## src/rtl/serial_subtractor_pkg.sv

```systemverilog
// Shared constants and FSM encoding for the bit-serial subtractor.
// Saturation values are used only when SERIAL_SUBTRACTOR_SATURATE_EN is defined.
package serial_subtractor_pkg;

    localparam int SUB_W = 8;
    localparam int CNT_W = $clog2(SUB_W);

    localparam logic [SUB_W-1:0] SAT_POS = 8'h7F;
    localparam logic [SUB_W-1:0] SAT_NEG = 8'h80;

    typedef enum logic [1:0] {
        IDLE  = 2'd0,
        SHIFT = 2'd1,
        DONE  = 2'd2
    } state_t;

    function automatic logic [SUB_W-1:0] sat_value(input logic sign_a);
        return sign_a ? SAT_NEG : SAT_POS;
    endfunction

endpackage

```

## src/rtl/serial_subtractor_full_subtractor.sv

```systemverilog
// One-bit full subtractor: a - b - borrow_in.
// Instantiated once by serial_subtractor and reused on every serial step.
module full_subtractor (
    input  logic i_a,
    input  logic i_b,
    input  logic i_bin,
    output logic o_diff,
    output logic o_bout
);

    assign o_diff = i_a ^ i_b ^ i_bin;
    assign o_bout = (~i_a & i_b) | (~(i_a ^ i_b) & i_bin);

endmodule

```

## src/rtl/serial_subtractor.sv

```systemverilog
// Bit-serial 8-bit two's-complement subtractor, LSB first, 8 cycles per result.
// Define SERIAL_SUBTRACTOR_SATURATE_EN to clamp overflowing results.
module serial_subtractor
    import serial_subtractor_pkg::*;
(
    input  logic             clk,
    input  logic             rst,
    input  logic             start,
    input  logic [SUB_W-1:0] in_a,
    input  logic [SUB_W-1:0] in_b,
    output logic             busy,
    output logic             done,
    output logic [SUB_W:0]   out
);

    state_t           r_state;
    state_t           w_next;
    logic [SUB_W-1:0] r_a;
    logic [SUB_W-1:0] r_b;
    logic [SUB_W-2:0] r_res;
    logic [CNT_W-1:0] r_cnt;
    logic             r_borrow;
    logic [SUB_W:0]   r_out;

    logic             w_diff;
    logic             w_bout;
    logic             w_last;
    logic             w_ovf;
    logic             w_capture;
    logic [SUB_W-1:0] w_res;
    logic [SUB_W-1:0] w_final;

    full_subtractor u_fs (
        .i_a    (r_a[0]),
        .i_b    (r_b[0]),
        .i_bin  (r_borrow),
        .o_diff (w_diff),
        .o_bout (w_bout)
    );

    assign w_last    = (r_cnt == CNT_W'(SUB_W - 1));
    assign w_res     = {w_diff, r_res};
    assign w_capture = start && (r_state == IDLE || r_state == DONE);

    // On the last step r_a[0]/r_b[0] are the operand sign bits
    assign w_ovf = (r_a[0] ^ r_b[0]) & (w_diff ^ r_a[0]);

`ifdef SERIAL_SUBTRACTOR_SATURATE_EN
    assign w_final = w_ovf ? sat_value(r_a[0]) : w_res;
`else
    assign w_final = w_res;
`endif

    always_ff @(posedge clk or posedge rst) begin
        if (rst) begin
            r_state <= IDLE;
        end else begin
            r_state <= w_next;
        end
    end

    always_comb begin
        w_next = r_state;
        unique case (r_state)
            IDLE:    if (start) w_next = SHIFT;
            SHIFT:   if (w_last) w_next = DONE;
            DONE:    w_next = start ? SHIFT : IDLE;
            default: w_next = IDLE;
        endcase
    end

    always_comb begin
        busy = (r_state == SHIFT);
        done = (r_state == DONE);
    end

    always_ff @(posedge clk or posedge rst) begin
        if (rst) begin
            r_a      <= '0;
            r_b      <= '0;
            r_res    <= '0;
            r_cnt    <= '0;
            r_borrow <= 1'b0;
            r_out    <= '0;
        end else if (w_capture) begin
            r_a      <= in_a;
            r_b      <= in_b;
            r_res    <= '0;
            r_cnt    <= '0;
            r_borrow <= 1'b0;
        end else if (r_state == SHIFT) begin
            r_a      <= r_a >> 1;
            r_b      <= r_b >> 1;
            r_res    <= w_res[SUB_W-1:1];
            r_borrow <= w_bout;
            r_cnt    <= r_cnt + 1'b1;
            if (w_last) begin
                r_out <= {w_ovf, w_final};
            end
        end
    end

    assign out = r_out;

endmodule

```

## config.mk

```make
export PLATFORM = sky130hd
export DESIGN_NAME = serial_subtractor
export DESIGN_NICKNAME = d
export VERILOG_FILES = /design/src/rtl/serial_subtractor_pkg.sv /design/src/rtl/serial_subtractor_full_subtractor.sv /design/src/rtl/serial_subtractor.sv
export SDC_FILE = /design/constraint.sdc
export NUM_CORES = 1
export LEC_CHECK = 0
export BUFFER_PORTS_ARGS = -buffer_cell sky130_fd_sc_hd__buf_4
export CORE_ASPECT_RATIO = 0.5
export CORE_UTILIZATION = 45
export DETAILED_ROUTE_END_ITERATION = 10
export GPL_TIMING_DRIVEN = 0
export HOLD_SLACK_MARGIN = 0.06
export MAX_ROUTING_LAYER = met4
export PLACE_DENSITY = 0.7
export SYNTH_ARGS = -nofsm -noshare
export SYNTH_HDL_FRONTEND = slang
export SYNTH_SLANG_ARGS = --single-unit
```

## constraint.sdc

```tcl
create_clock -name clk -period 1.7 [get_ports clk]
set_clock_uncertainty 0.05 [all_clocks]
set_input_delay 0.34 -clock clk [delete_from_list [all_inputs] [get_ports clk]]
set_output_delay 0.34 -clock clk [all_outputs]
set_load 0.05 [all_outputs]
```

# ---- Word-level counts from Yosys, hierarchy flattened
# Index checks and enable logic that the tools add are counted.
dict set report totals {
  register_bits 38
  latch_bits 0
  ramBits 0
  rom_bits 0
  input_bits 19
  out_inout_bits 11
  word_cells 43
  memories 0
}
dict set report op_classes {
  addsub 1
  mul 0
  div_mod_pow 0
  order_cmp 0
  eq_ne 5
  shifts 0
  n_mux 14
  n_bitwise 10
  n_reduce_logical 6
}
# op count
set ops {}
lappend ops {{two-way mux 8 bit} 4}
lappend ops {{two-way mux 7 bit} 2}
lappend ops {{two-way mux 3 bit} 2}
lappend ops {{case mux 2 bit (3 select lines)} 1}
lappend ops {{two-way mux 2 bit} 2}
lappend ops {{adder 3 x 1 -> 3 bit, second input constant} 1}
lappend ops {{AND 1 bit} 3}
lappend ops {{== test 3 bit, second input constant} 1}
lappend ops {{two-way mux 1 bit} 3}
lappend ops {{inverter 1 bit} 3}
lappend ops {{AND reduction 3 bit} 1}
lappend ops {{bitwise XOR 1 bit} 3}
lappend ops {{== test 2 x 1 -> 1 bit, second input constant} 1}
lappend ops {{== test 2 bit, second input constant} 1}
lappend ops {{zero test 2 bit} 1}
lappend ops {{inequality test 2 x 1 -> 1 bit, second input constant} 1}
lappend ops {{inequality test 2 bit, second input constant} 1}
lappend ops {{AND reduction 2 bit} 1}
lappend ops {{nonzero test 2 bit} 1}
lappend ops {{logical AND 1 bit} 1}
lappend ops {{logical OR 1 bit} 1}
lappend ops {{OR 1 bit} 1}

# ---- Longest topological paths before layout
# Gate-level depths: netlist of run 1.
dict set report logic_depth {
  word_depth 6
  depth_mapped 6
  ltp_nobuf 5
}

# ---- Cells and area by module
# Synthesis of run 1 repeated with hierarchy kept, for this count alone.
dict set report unflattened {
  hier_cells 116
  hier_area_um2 1605.3
}
# mod instances cells_per_inst area_each_um2
set modules_own_cells {}
lappend modules_own_cells {serial_subtractor 1 112 1574.0}
lappend modules_own_cells {full_subtractor 1 4 31.3}

# ---- Worst setup path before layout of run 1
# OpenSTA, ideal clock, no wires.
dict set report synth_timing {
  path_kind {register to register}
  start {register r_cnt[0]}
  end {register r_out[0] (netlist: out[0])}
  arrival_ns 1.395
  required_time_ns 1.525
  slack_ns 0.130
  stages_incl_launch_ff 6
  n_path_buf 1
  synth_period_minus_slack_ns 1.570
  cell_sequence {dfrtp_1 -> ha_1 -> ha_1 -> nand3b_1 -> buf_2 -> mux2_2}
}
dict set report synth_between {
  elab_chain_cells 2
}
# item line
set synth_rtl {}
lappend synth_rtl {{start, declared} serial_subtractor.sv:21} ;# logic [CNT_W-1:0] r_cnt;
lappend synth_rtl {{start signal, assigned} serial_subtractor.sv:96} ;# r_cnt <= r_cnt + 1'b1;
lappend synth_rtl {{== test 3 bit} serial_subtractor.sv:41} ;# assign w_last = (r_cnt == CNT_W'(SUB_W - 1));
lappend synth_rtl {{AND reduction 3 bit (no line)} --}
lappend synth_rtl {{end signal, assigned} serial_subtractor.sv:98} ;# r_out <= {w_ovf, w_final};
lappend synth_rtl {{end, declared} serial_subtractor.sv:23} ;# logic [SUB_W:0] r_out;
# Every way passes these cells.
# A chain may end at the register's enable or synchronous reset.

# ---- Worst setup path after layout of run 1
dict set report layout_timing {
  start {register r_state[1]}
  end {output port busy}
}
dict set report layout_between {
  elab_chain_cells 1
}
# item line
set layout_rtl {}
lappend layout_rtl {{start, declared} serial_subtractor.sv:16} ;# state_t r_state;
lappend layout_rtl {{start signal, assigned} serial_subtractor.sv:58} ;# r_state <= w_next;
lappend layout_rtl {{== test 2 x 1 -> 1 bit} serial_subtractor.sv:73} ;# busy = (r_state == SHIFT);
lappend layout_rtl {{end, declared} serial_subtractor.sv:11} ;# output logic busy,
# Every way passes these cells.

==> summary.txt, run 1 <==
Status: completed
Area leader, netlist: dfrtp_1
Asr flop ratio synth: 100%
Num CTS Buffers: 5
TritonCTS clock tree: done
Initial antenna violation count: 0
DRT iter0 DRCs: 50
Count leader, synth: dfrtp_1
Die width: 85.9 um
Clock network power share: 15.5%
Layout Area Growth over Synthesis: 24.5%
Power share of the sequential group: 38.1%
Initial Util: 50.0%
Final hold violations: 0
Core area: 3170 sq um
Worst Path Buf+Inv: 2
Logic pwr share: 46.4%
Synthesis-stage register bit count: 38
Crit path max-delay family: flip-flops
Diodes inserted: 0
Period Utilization, post-route: 96.4%
Sink Count: 38
CP startpoint: r_state[1]
Internal power: 2.51 mW
Clock buffer depth: 2
Slew Limit Fails: 0
Synth cell types: 24
Worst r2r path cells: 5
Sw Pwr: 1.60 mW
Wirelength per Cell: 14.1 um
Antenna viol nets, final: 0
Capture point of the worst path: busy
Ys Warns: 0
Full die area: 3780 sq um
Total Routing Usage GR: 18.6%
Netlist Area Pre-Place: 1590 sq um
Die height: 44.0 um
Pwr per Cell Area: 2080 nW/um^2
WHS: 0.144 ns
Layout cell share with drive strength beyond 1: 38.3%
Critical Path Sink Type: output pin
Setup WS post-layout: 0.0609 ns
Min-Delay Path Class: input port to async pin
Slowest cell on the critical path: dfrtp_1
R2r startpoint: r_cnt[0]
Row cnt: 14
1st-pass router iterations: 4
R2r setup slk: 0.13 ns
DP Wirelength: 1.85 mm
Vias in the first global route: 1015
Max Cap Viol: 0
Crit Path Max Fanout: 18
Placer Congestion: 0.685
Layout Nets: 171
Htree depth: 2
Reg2Reg Capture Point: out[0]
Crit-path max cell delay: 0.40 ns
Root Buffer: clkbuf_8
Clock slew at reported path FFs: 0.08 ns
Dominant cells by area after synthesis: dfrtp_1, a22o_1, a21o_1, mux2_2, ha_1
Final setup fails: 0
Routed wire length: 2.78 mm
Mapped Nets: 135
Sequential fraction of the synthesis area: 60.0%
Top achievable clock speed: 610 MHz
Worst EP required: 1.31 ns
First-pass GRT wire length: 4.88 mm
Avg Vias per Cell: 5.15
WS Path Type: flip-flop to output pin
P_leak: 1.03 nW
Actual slew at the worst max-slew pin: 0.770 ns
Worst path depth: 3
Routed via count: 1015
Commonest cells post-synth: dfrtp_1, a22o_1, a21o_1
Worst slew margin: 48.6%
Startpoint types: flip-flop
DP Worst Slack: -0.0102 ns
Cells after Synth: 112
Drt drc: 0
Arrival @ worst endpoint: 1.25 ns
RSZ-0062 raised after global routing: no
Main synth FF type: dfrtp_1
Post-layout min period: 1.64 ns
Syn_area_per_cell: 14.2 sq um
Io pins: 30
Worst vdd ir: 0.000857 V
Area share of the largest cell type after synthesis: 60.0%
Total grt overflow: 0
Worst path cell trace: nand2b_2 > clkinv_4 > buf_6
Sw Ratio: 38.9%
Largest net degree at the start of global routing: 39
EDFF count, synth: 0
Clk_lat worst skew: 0.28 ns
Port Buffer Count: 29
## area by class of cell
| class | count | area (sq um) |
|---|---|---|
| flip-flops and latches | 38 | 951 |
| clock inverters | 2 | 12.5 |
| well taps | 48 | 60.1 |
| inverters | 4 | 20.0 |
| plain buffers | 6 | 60.1 |
| multi-input cells | 63 | 558 |
| repair buffers | 30 | 229 |
| clock buffers | 6 | 82.6 |
| fillers | 258 | 1200 |
## power groups by stage
stage	combinational [mW]	sequential [mW]	clock, mW
after global placement	1.87	1.57	0
after global routing	2.07	1.63	0.707
after CTS	1.93	1.57	0.659
after detailed placement	1.91	1.59	0
after floorplan	1.15	1.86	0
final	1.91	1.57	0.637
## cell usage in the layout (no fill, tap or decap), drive strengths merged
cell and count:
nand2 2, fa 1, o31ai 1, nor2b 2, mux2 8, a21o 13
nand2b 1, clkinv 2, o21ai 1, o2bb2ai 1, ha 3, dfrtp 38
clkbuf 6, xor2 1, o21bai 1, nand3b 1, buf 36, clkinvlp 1
a221o 1, inv 3, a22o 24, nor3 1, nor2 1
## worst min path at each step
stage	start	depth (start not counted)	to
after global routing	rst	2	out[1]
after global placement	r_b[3]	1	r_b[3]
after floorplan	r_a[2]	1	r_a[2]
final	rst	2	out[0]
after CTS	rst	2	out[3]
after detailed placement	r_b[3]	1	r_b[3]
## timing repair
action                     CTS  global route
setup endpoints to repair    6             6
setup buffers                0             1
resized for setup            3             2
hold buffers                 0             0
## registers in the layout (all words and copies together) (netlist names)
name      count
r_state       2
r_a           8
r_b           8
r_cnt         3
r_borrow      1
out           9
r_res         7
## layer usage
metal / up-vias / track usage [%] / part of all wire [%]
met4: 0 / 7.00 / 1.4
met5: - / - / 0
met1: 494 / 23.4 / 51
li1: 493 / - / -
met2: 24 / 28.4 / 43
met3: 4 / 6.29 / 4.3
## kinds of logic after synthesis
kind of cell	Yosys count	synth area share, %
AOI/OAI and AO/OA	42	21.9
xor gates and xnor gates	1	0.553
adders and majority gates	4	3.63
buffers and inverters	11	4.81
DFF	38	60.0
muxes	8	5.68
and+or+nand+nor	8	3.47
## metrics by stage
step / TNS [ns] / instance area (sq um) / std cells / power, mW / utilization (%)
finish: 0 / 1970 / 197 / 4.11 / 62.2
global route: 0 / 1970 / 197 / 4.41 / 62.2
CTS: 0 / 1960 / 196 / 4.16 / 61.9
detailed placement: -0.0448 / 1860 / 189 / 3.50 / 58.8
global placement: -2.23 / 1860 / 189 / 3.44 / 58.8
floorplan: 0 / 1590 / 112 / 3.01 / -
Power figures use the tool's default switching activity.
==> run 2, diff against run 1 <==
PLACE_DENSITY = 0.67   (was 0.7)
clock period = 2.1 ns   (was 1.7 ns; I/O delays follow)
==> run 2 against run 1 <==
Net effect: hold slack gained 0.085 ns; sequential share of layout area rose by 0.46 points; core utilization fell by 0.59 points; first-iteration DRC count decreased by 50%; highest routed layer unchanged.
==> summary.txt, run 2 (synthesis gave the netlist of run 1 again) <==
Crit-path max cell delay: 0.38 ns (-0.02 ns)
R2r startpoint: r_cnt[0]
Total grt overflow: 0 (unchanged)
Drt drc: 0 (unchanged)
Min-Delay Path Class: input port to async pin
Final hold violations: 0 (unchanged)
DP Wirelength: 1.81 mm (-2.3%)
Period Utilization, post-route: 93.0%
Worst vdd ir: 0.000613 V (-28%)
R2r setup slk: 0.39 ns (+0.26 ns)
Total Routing Usage GR: 18.0% (-0.67 points)
DP Area: 1860 sq um (unchanged)
Layout Nets: 171 (unchanged)
Multi-input logic area: 558 sq um (unchanged)
Worst slew margin: 47.8% (-0.77 points)
Pwr per Cell Area: 1700 nW/um^2 (-18%)
Arrival @ worst endpoint: 1.48 ns (+0.23 ns)
Largest net degree at the start of global routing: 39 (unchanged)
Sw Ratio: 39.0% (+0.059 points)
Row cnt: 14 (unchanged)
Die height: 44.0 um (unchanged)
Htree depth: 2 (unchanged)
Layout cell share with drive strength beyond 1: 37.6% (-0.67 points)
Crit Path Max Fanout: 10 (-8)
Actual slew at the worst max-slew pin: 0.782 ns (+0.0115 ns)
WHS: 0.229 ns (+0.0851 ns)
Fillers: 273 (+5.8%)
Critical Path Sink Type: output pin
Commonest non-fill, non-tap cell in the layout: dfrtp_1
First-pass GRT wire length: 4.75 mm (-2.5%)
Initial antenna violation count: 0 (unchanged)
Clk_lat worst skew: 0.28 ns (about the same)
Vias in the first global route: 985 (-3.0%)
TritonCTS clock tree: done
Reg2Reg Capture Point: out[0]
Startpoint types: flip-flop
RSZ-0062 raised after global routing: no
Register area: 951 sq um (unchanged)
Worst r2r path cells: 5 (unchanged)
Clock buffer depth: 2 (unchanged)
Placer Congestion: 0.676 (-1.4%)
DRT iter0 DRCs: 25 (-50%)
Worst path cell trace: nand2b_2 > inv_4 > buf_2 > buf_4
Most frequent cells in the layout: dfrtp_1, buf_4, a22o_1
Initial Util: 50.0% (unchanged)
P_leak: 1.03 nW (-0.44%)
Full die area: 3780 sq um (unchanged)
Io pins: 30 (unchanged)
Routed wire length: 2.73 mm (-1.8%)
Core area: 3170 sq um (unchanged)
Tot Pwr: 3.32 mW (-19%)
Layout Area Growth over Synthesis: 23.3%
Num CTS Buffers: 5 (unchanged)
Post-route setup TNS: 0 ns (unchanged)
Logic pwr share: 46.4% (about the same)
Max Cap Viol: 0 (unchanged)
Finished Cell Area: 1950 sq um (-0.95%)
Slew Limit Fails: 0 (unchanged)
WS Path Type: flip-flop to output pin
Avg Vias per Cell: 5.13 (-0.39%)
1st-pass router iterations: 3 (-1)
Status: completed
Antenna viol nets, final: 0 (unchanged)
Die width: 85.9 um (unchanged)
# Post-CTS Setup Buffers: 0 (unchanged)
Slowest cell on the critical path: dfrtp_1
Routed via count: 1011 (-0.39%)
Top achievable clock speed: 512 MHz
Root Buffer: clkbuf_8
Post-cts resize count: 0 (-3)
Power share of the sequential group: 38.2% (about the same)
Final setup fails: 0 (unchanged)
Clock network power share: 15.5% (about the same)
Sink Count: 38 (unchanged)
Max FFs per register: 9 (unchanged)
Sw Pwr: 1.29 mW (-19%)
Internal power: 2.03 mW (-19%)
Diodes inserted: 0 (unchanged)
Port Buffer Count: 29 (unchanged)
Clock slew at reported path FFs: 0.07 ns (about the same)
Wirelength per Cell: 13.8 um (-1.8%)
Hold-fix buffers at CTS: 0 (unchanged)
Worst EP required: 1.63 ns (+0.32 ns)
Post-layout min period: 1.95 ns
==> run 2: power groups by stage <==
stage | combinational [mW] | sequential [mW] | clock (mW)
detailed placement | 1.55 | 1.28 | 0
floorplan | 0.933 | 1.51 | 0
global route | 1.68 | 1.31 | 0.559
CTS | 1.55 | 1.27 | 0.530
global placement | 1.52 | 1.27 | 0
finish | 1.54 | 1.27 | 0.513
==> run 2: cell type report <==
| cell class | instances | area share [%] |
|---|---|---|
| Timing Repair Buffer | 29 | 11.1 |
| Buffer | 7 | 3.01 |
| Clock buffer | 7 | 4.42 |
| Multi-Input combinational cell | 63 | 28.6 |
| Clock inverter | 1 | 0.256 |
| Inverter | 4 | 0.896 |
| Tap cell | 48 | 3.07 |
| Sequential cell | 38 | 48.7 |
==> run 2: how the worst max path moves through the flow <==
| stage | to | cells after the start | from | slack [ns] |
|---|---|---|---|---|
| after CTS | busy | 4 | r_state[1] | 0.14 |
| final | busy | 4 | r_state[1] | 0.15 |
| after floorplan | done | 1 | r_state[0] | 0.52 |
| after global placement | r_a[4] | 2 | rst | 0.21 |
| after detailed placement | out[0] | 5 | r_cnt[0] | 0.38 |
| after global routing | busy | 4 | r_state[1] | 0.06 |
==> run 2: critical path: cells and delay by family, from the launching register on <==
| kind | cells | cell delay (ns) |
|---|---|---|
| simple gates | 1 | 0.21 |
| buf+inv | 3 | 0.60 |
| flops | 1 | 0.38 |
==> run 2: layer usage <==
metal	part of all wire [%]	track usage [%]	wire length (um)	vias to the layer above
met5	0	-	0	-
met4	1.4	7.00	37	0
met3	4.6	6.29	125	5
met2	42	24.6	1140	21
met1	52	24.5	1430	501
li1	-	-	-	484
==> run 2: through the flow <==
stage          util, %  instances  setup slack, ns
2_1_floorplan        -        112            0.519
3_3_place_gp      58.8        189            0.215
3_5_place_dp      58.8        189            0.383
4_1_cts           61.6        197            0.141
5_1_grt           61.6        197           0.0642
6_report          61.6        197            0.147
==> run 3, diff against run 2 <==
CTS_CLUSTER_DIAMETER = 120   (was default)
REMOVE_ABC_BUFFERS = 1   (was default)
==> run 3 against run 2 <==
Net effect: die area did not move; total power rose by 4.4%; cell area fell by 0.38%; global-route usage fell by 1.4 points; largest power group unchanged; sequential share of layout area rose by 0.19 points; maximum frequency rose by 3.2%; critical path depth fell by 1; highest routed layer unchanged; clock power rose by 47%; cell count fell by 3.6%; clock-buffer cell count fell by 1; critical endpoint is now r_cnt[0]; largest cell class unchanged; hold slack got worse by 0.0096 ns.
==> summary.txt, run 3 (synthesis gave the netlist of run 1 again) <==
1st-pass router iterations: 6 (+3)
Max Cap Viol: 0 (unchanged)
Worst path cell trace: nor2b_2 > nor2_4 > mux2_2
Pwr per Cell Area: 1780 nW/um^2 (+4.8%)
Full die area: 3780 sq um (unchanged)
Total Routing Usage GR: 16.6% (-1.4 points)
Io pins: 30 (unchanged)
Power share of the sequential group: 36.7% (-1.5 points)
# Post-CTS Setup Buffers: 0 (unchanged)
Min-Delay Path Class: input port to async pin
Post-cts resize count: 0 (unchanged)
Clock network power share: 21.8% (+6.3 points)
Row cnt: 14 (unchanged)
Finished Cell Area: 1950 sq um (-0.38%)
Avg Vias per Cell: 5.32 (+3.7%)
Status: completed
Slew Limit Fails: 0 (unchanged)
TritonCTS clock tree: done
Crit Path Max Fanout: 26 (+16)
Vias in the first global route: 973 (-1.2%)
Multi-input logic area: 558 sq um (unchanged)
Placer Congestion: 0.654 (-3.1%)
DP Wirelength: 1.68 mm (-7.0%)
Commonest non-fill, non-tap cell in the layout: dfrtp_1
Final hold violations: 0 (unchanged)
Register area: 951 sq um (unchanged)
Clock buffer depth: 2 (unchanged)
Period Utilization, post-route: 90.1% (-2.9 points)
Diodes inserted: 0 (unchanged)
Layout Nets: 164 (-4.1%)
Largest net degree at the start of global routing: 39 (unchanged)
Sink Count: 38 (unchanged)
Layout cell share with drive strength beyond 1: 35.2% (-2.4 points)
P_leak: 1.02 nW (-1.1%)
Root Buffer: clkbuf_8
DP Area: 1800 sq um (-3.2%)
Fillers: 252 (-7.7%)
Wirelength per Cell: 14.0 um (+1.4%)
Slowest cell on the critical path: nor2b_2
Hold-fix buffers at CTS: 0 (unchanged)
Critical Path Sink Type: flip-flop
Routed via count: 1011 (unchanged)
Num CTS Buffers: 5 (unchanged)
Worst vdd ir: 0.000794 V (+29%)
Worst slew margin: 43.2% (-4.6 points)
Routed wire length: 2.67 mm (-2.2%)
Startpoint types: flip-flop
Drt drc: 0 (unchanged)
Clock slew at reported path FFs: 0.07 ns (about the same)
Post-layout min period: 1.89 ns (-0.0610 ns)
DRT iter0 DRCs: 21 (-16%)
R2r setup slk: 0.21 ns (-0.18 ns)
Actual slew at the worst max-slew pin: 0.848 ns (+0.0660 ns)
Final setup fails: 0 (unchanged)
WS Path Type: flip-flop to flip-flop
Htree depth: 2 (unchanged)
Arrival @ worst endpoint: 2.01 ns (+0.53 ns)
Die width: 85.9 um (unchanged)
Max FFs per register: 9 (unchanged)
Antenna viol nets, final: 0 (unchanged)
Internal power: 2.19 mW (+8.2%)
First-pass GRT wire length: 4.46 mm (-6.2%)
Core area: 3170 sq um (unchanged)
Top achievable clock speed: 529 MHz (+3.2%)
Port Buffer Count: 29 (unchanged)
RSZ-0062 raised after global routing: no
Crit-path max cell delay: 0.69 ns (+0.31 ns)
Sw Ratio: 36.8% (-2.2 points)
Clk_lat worst skew: 0.28 ns (about the same)
Total grt overflow: 0 (unchanged)
Layout Area Growth over Synthesis: 22.8%
Post-route setup TNS: 0 ns (unchanged)
Sw Pwr: 1.27 mW (-1.5%)
Most frequent cells in the layout: dfrtp_1, buf_4, a22o_1
Logic pwr share: 41.5% (-4.9 points)
Die height: 44.0 um (unchanged)
Initial antenna violation count: 0 (unchanged)
Initial Util: 50.0% (unchanged)
Worst EP required: 2.22 ns (+0.59 ns)
run 3: cell count changes in the layout (fill, tap and decap cells not counted):
cell       delta
buf_6         -3
clkbuf_1      -1
clkinv_2      -1
buf_2         -2
buf_4         -2
bufinv_16     +2
run 3: path summary, 6_finish.rpt:
path / start / endpoint / cells after the start
min: rst / r_b[0] / 2
max: r_state[0] / r_cnt[0] / 3
min reg2reg: r_a[2] / r_a[2] / 1
min in group clk: in_b[7] / r_b[7] / 2
max reg2reg: r_state[0] / r_cnt[0] / 3
max in group asynchronous: rst / r_res[3] / 2
run 3: final cells by class:
| cell class | count | area share, % |
|---|---|---|
| Sequential cell | 38 | 48.8 |
| Inverter | 4 | 0.900 |
| Tap cell | 48 | 3.08 |
| Clock buffer | 6 | 4.24 |
| Clock inverter | 2 | 3.08 |
| Multi-Input combinational cell | 63 | 28.7 |
| Timing Repair Buffer | 29 | 11.2 |
run 3: power groups by stage:
| stage | Combinational (mW) | Sequential, mW | Clock, mW |
|---|---|---|---|
| finish | 1.44 | 1.27 | 0.755 |
| global route | 1.58 | 1.31 | 0.799 |
| CTS | 1.45 | 1.27 | 0.764 |
| detailed placement | 1.45 | 1.28 | 0 |
| global placement | 1.41 | 1.27 | 0 |
| floorplan | 0.843 | 1.51 | 0 |
run 3: critical path: cells and delay by family (launching register included):
kind / cells / cell delay (ns)
simple gates: 2 / 0.97
mux: 1 / 0.34
flops: 1 / 0.43
run 3: per-layer routing:
| metal | GRT usage, % | part of all wire (%) |
|---|---|---|
| met5 | - | 0 |
| met4 | 5.00 | 0.60 |
| met3 | 5.71 | 5.6 |
| met2 | 26.8 | 46 |
| met1 | 20.0 | 47 |
run 3: stage by stage:
stage / setup slack, ns / hold WS (ns) / cells / util, % / power [mW]
floorplan: 0.519 / 0.400 / 105 / - / 2.35
global placement: 0.120 / 0.408 / 182 / 56.9 / 2.68
detailed placement: 0.122 / 0.415 / 182 / 56.9 / 2.73
CTS: 0.206 / 0.256 / 190 / 61.4 / 3.49
global route: 0.0550 / 0.300 / 190 / 61.4 / 3.69
finish: 0.208 / 0.220 / 190 / 61.4 / 3.46
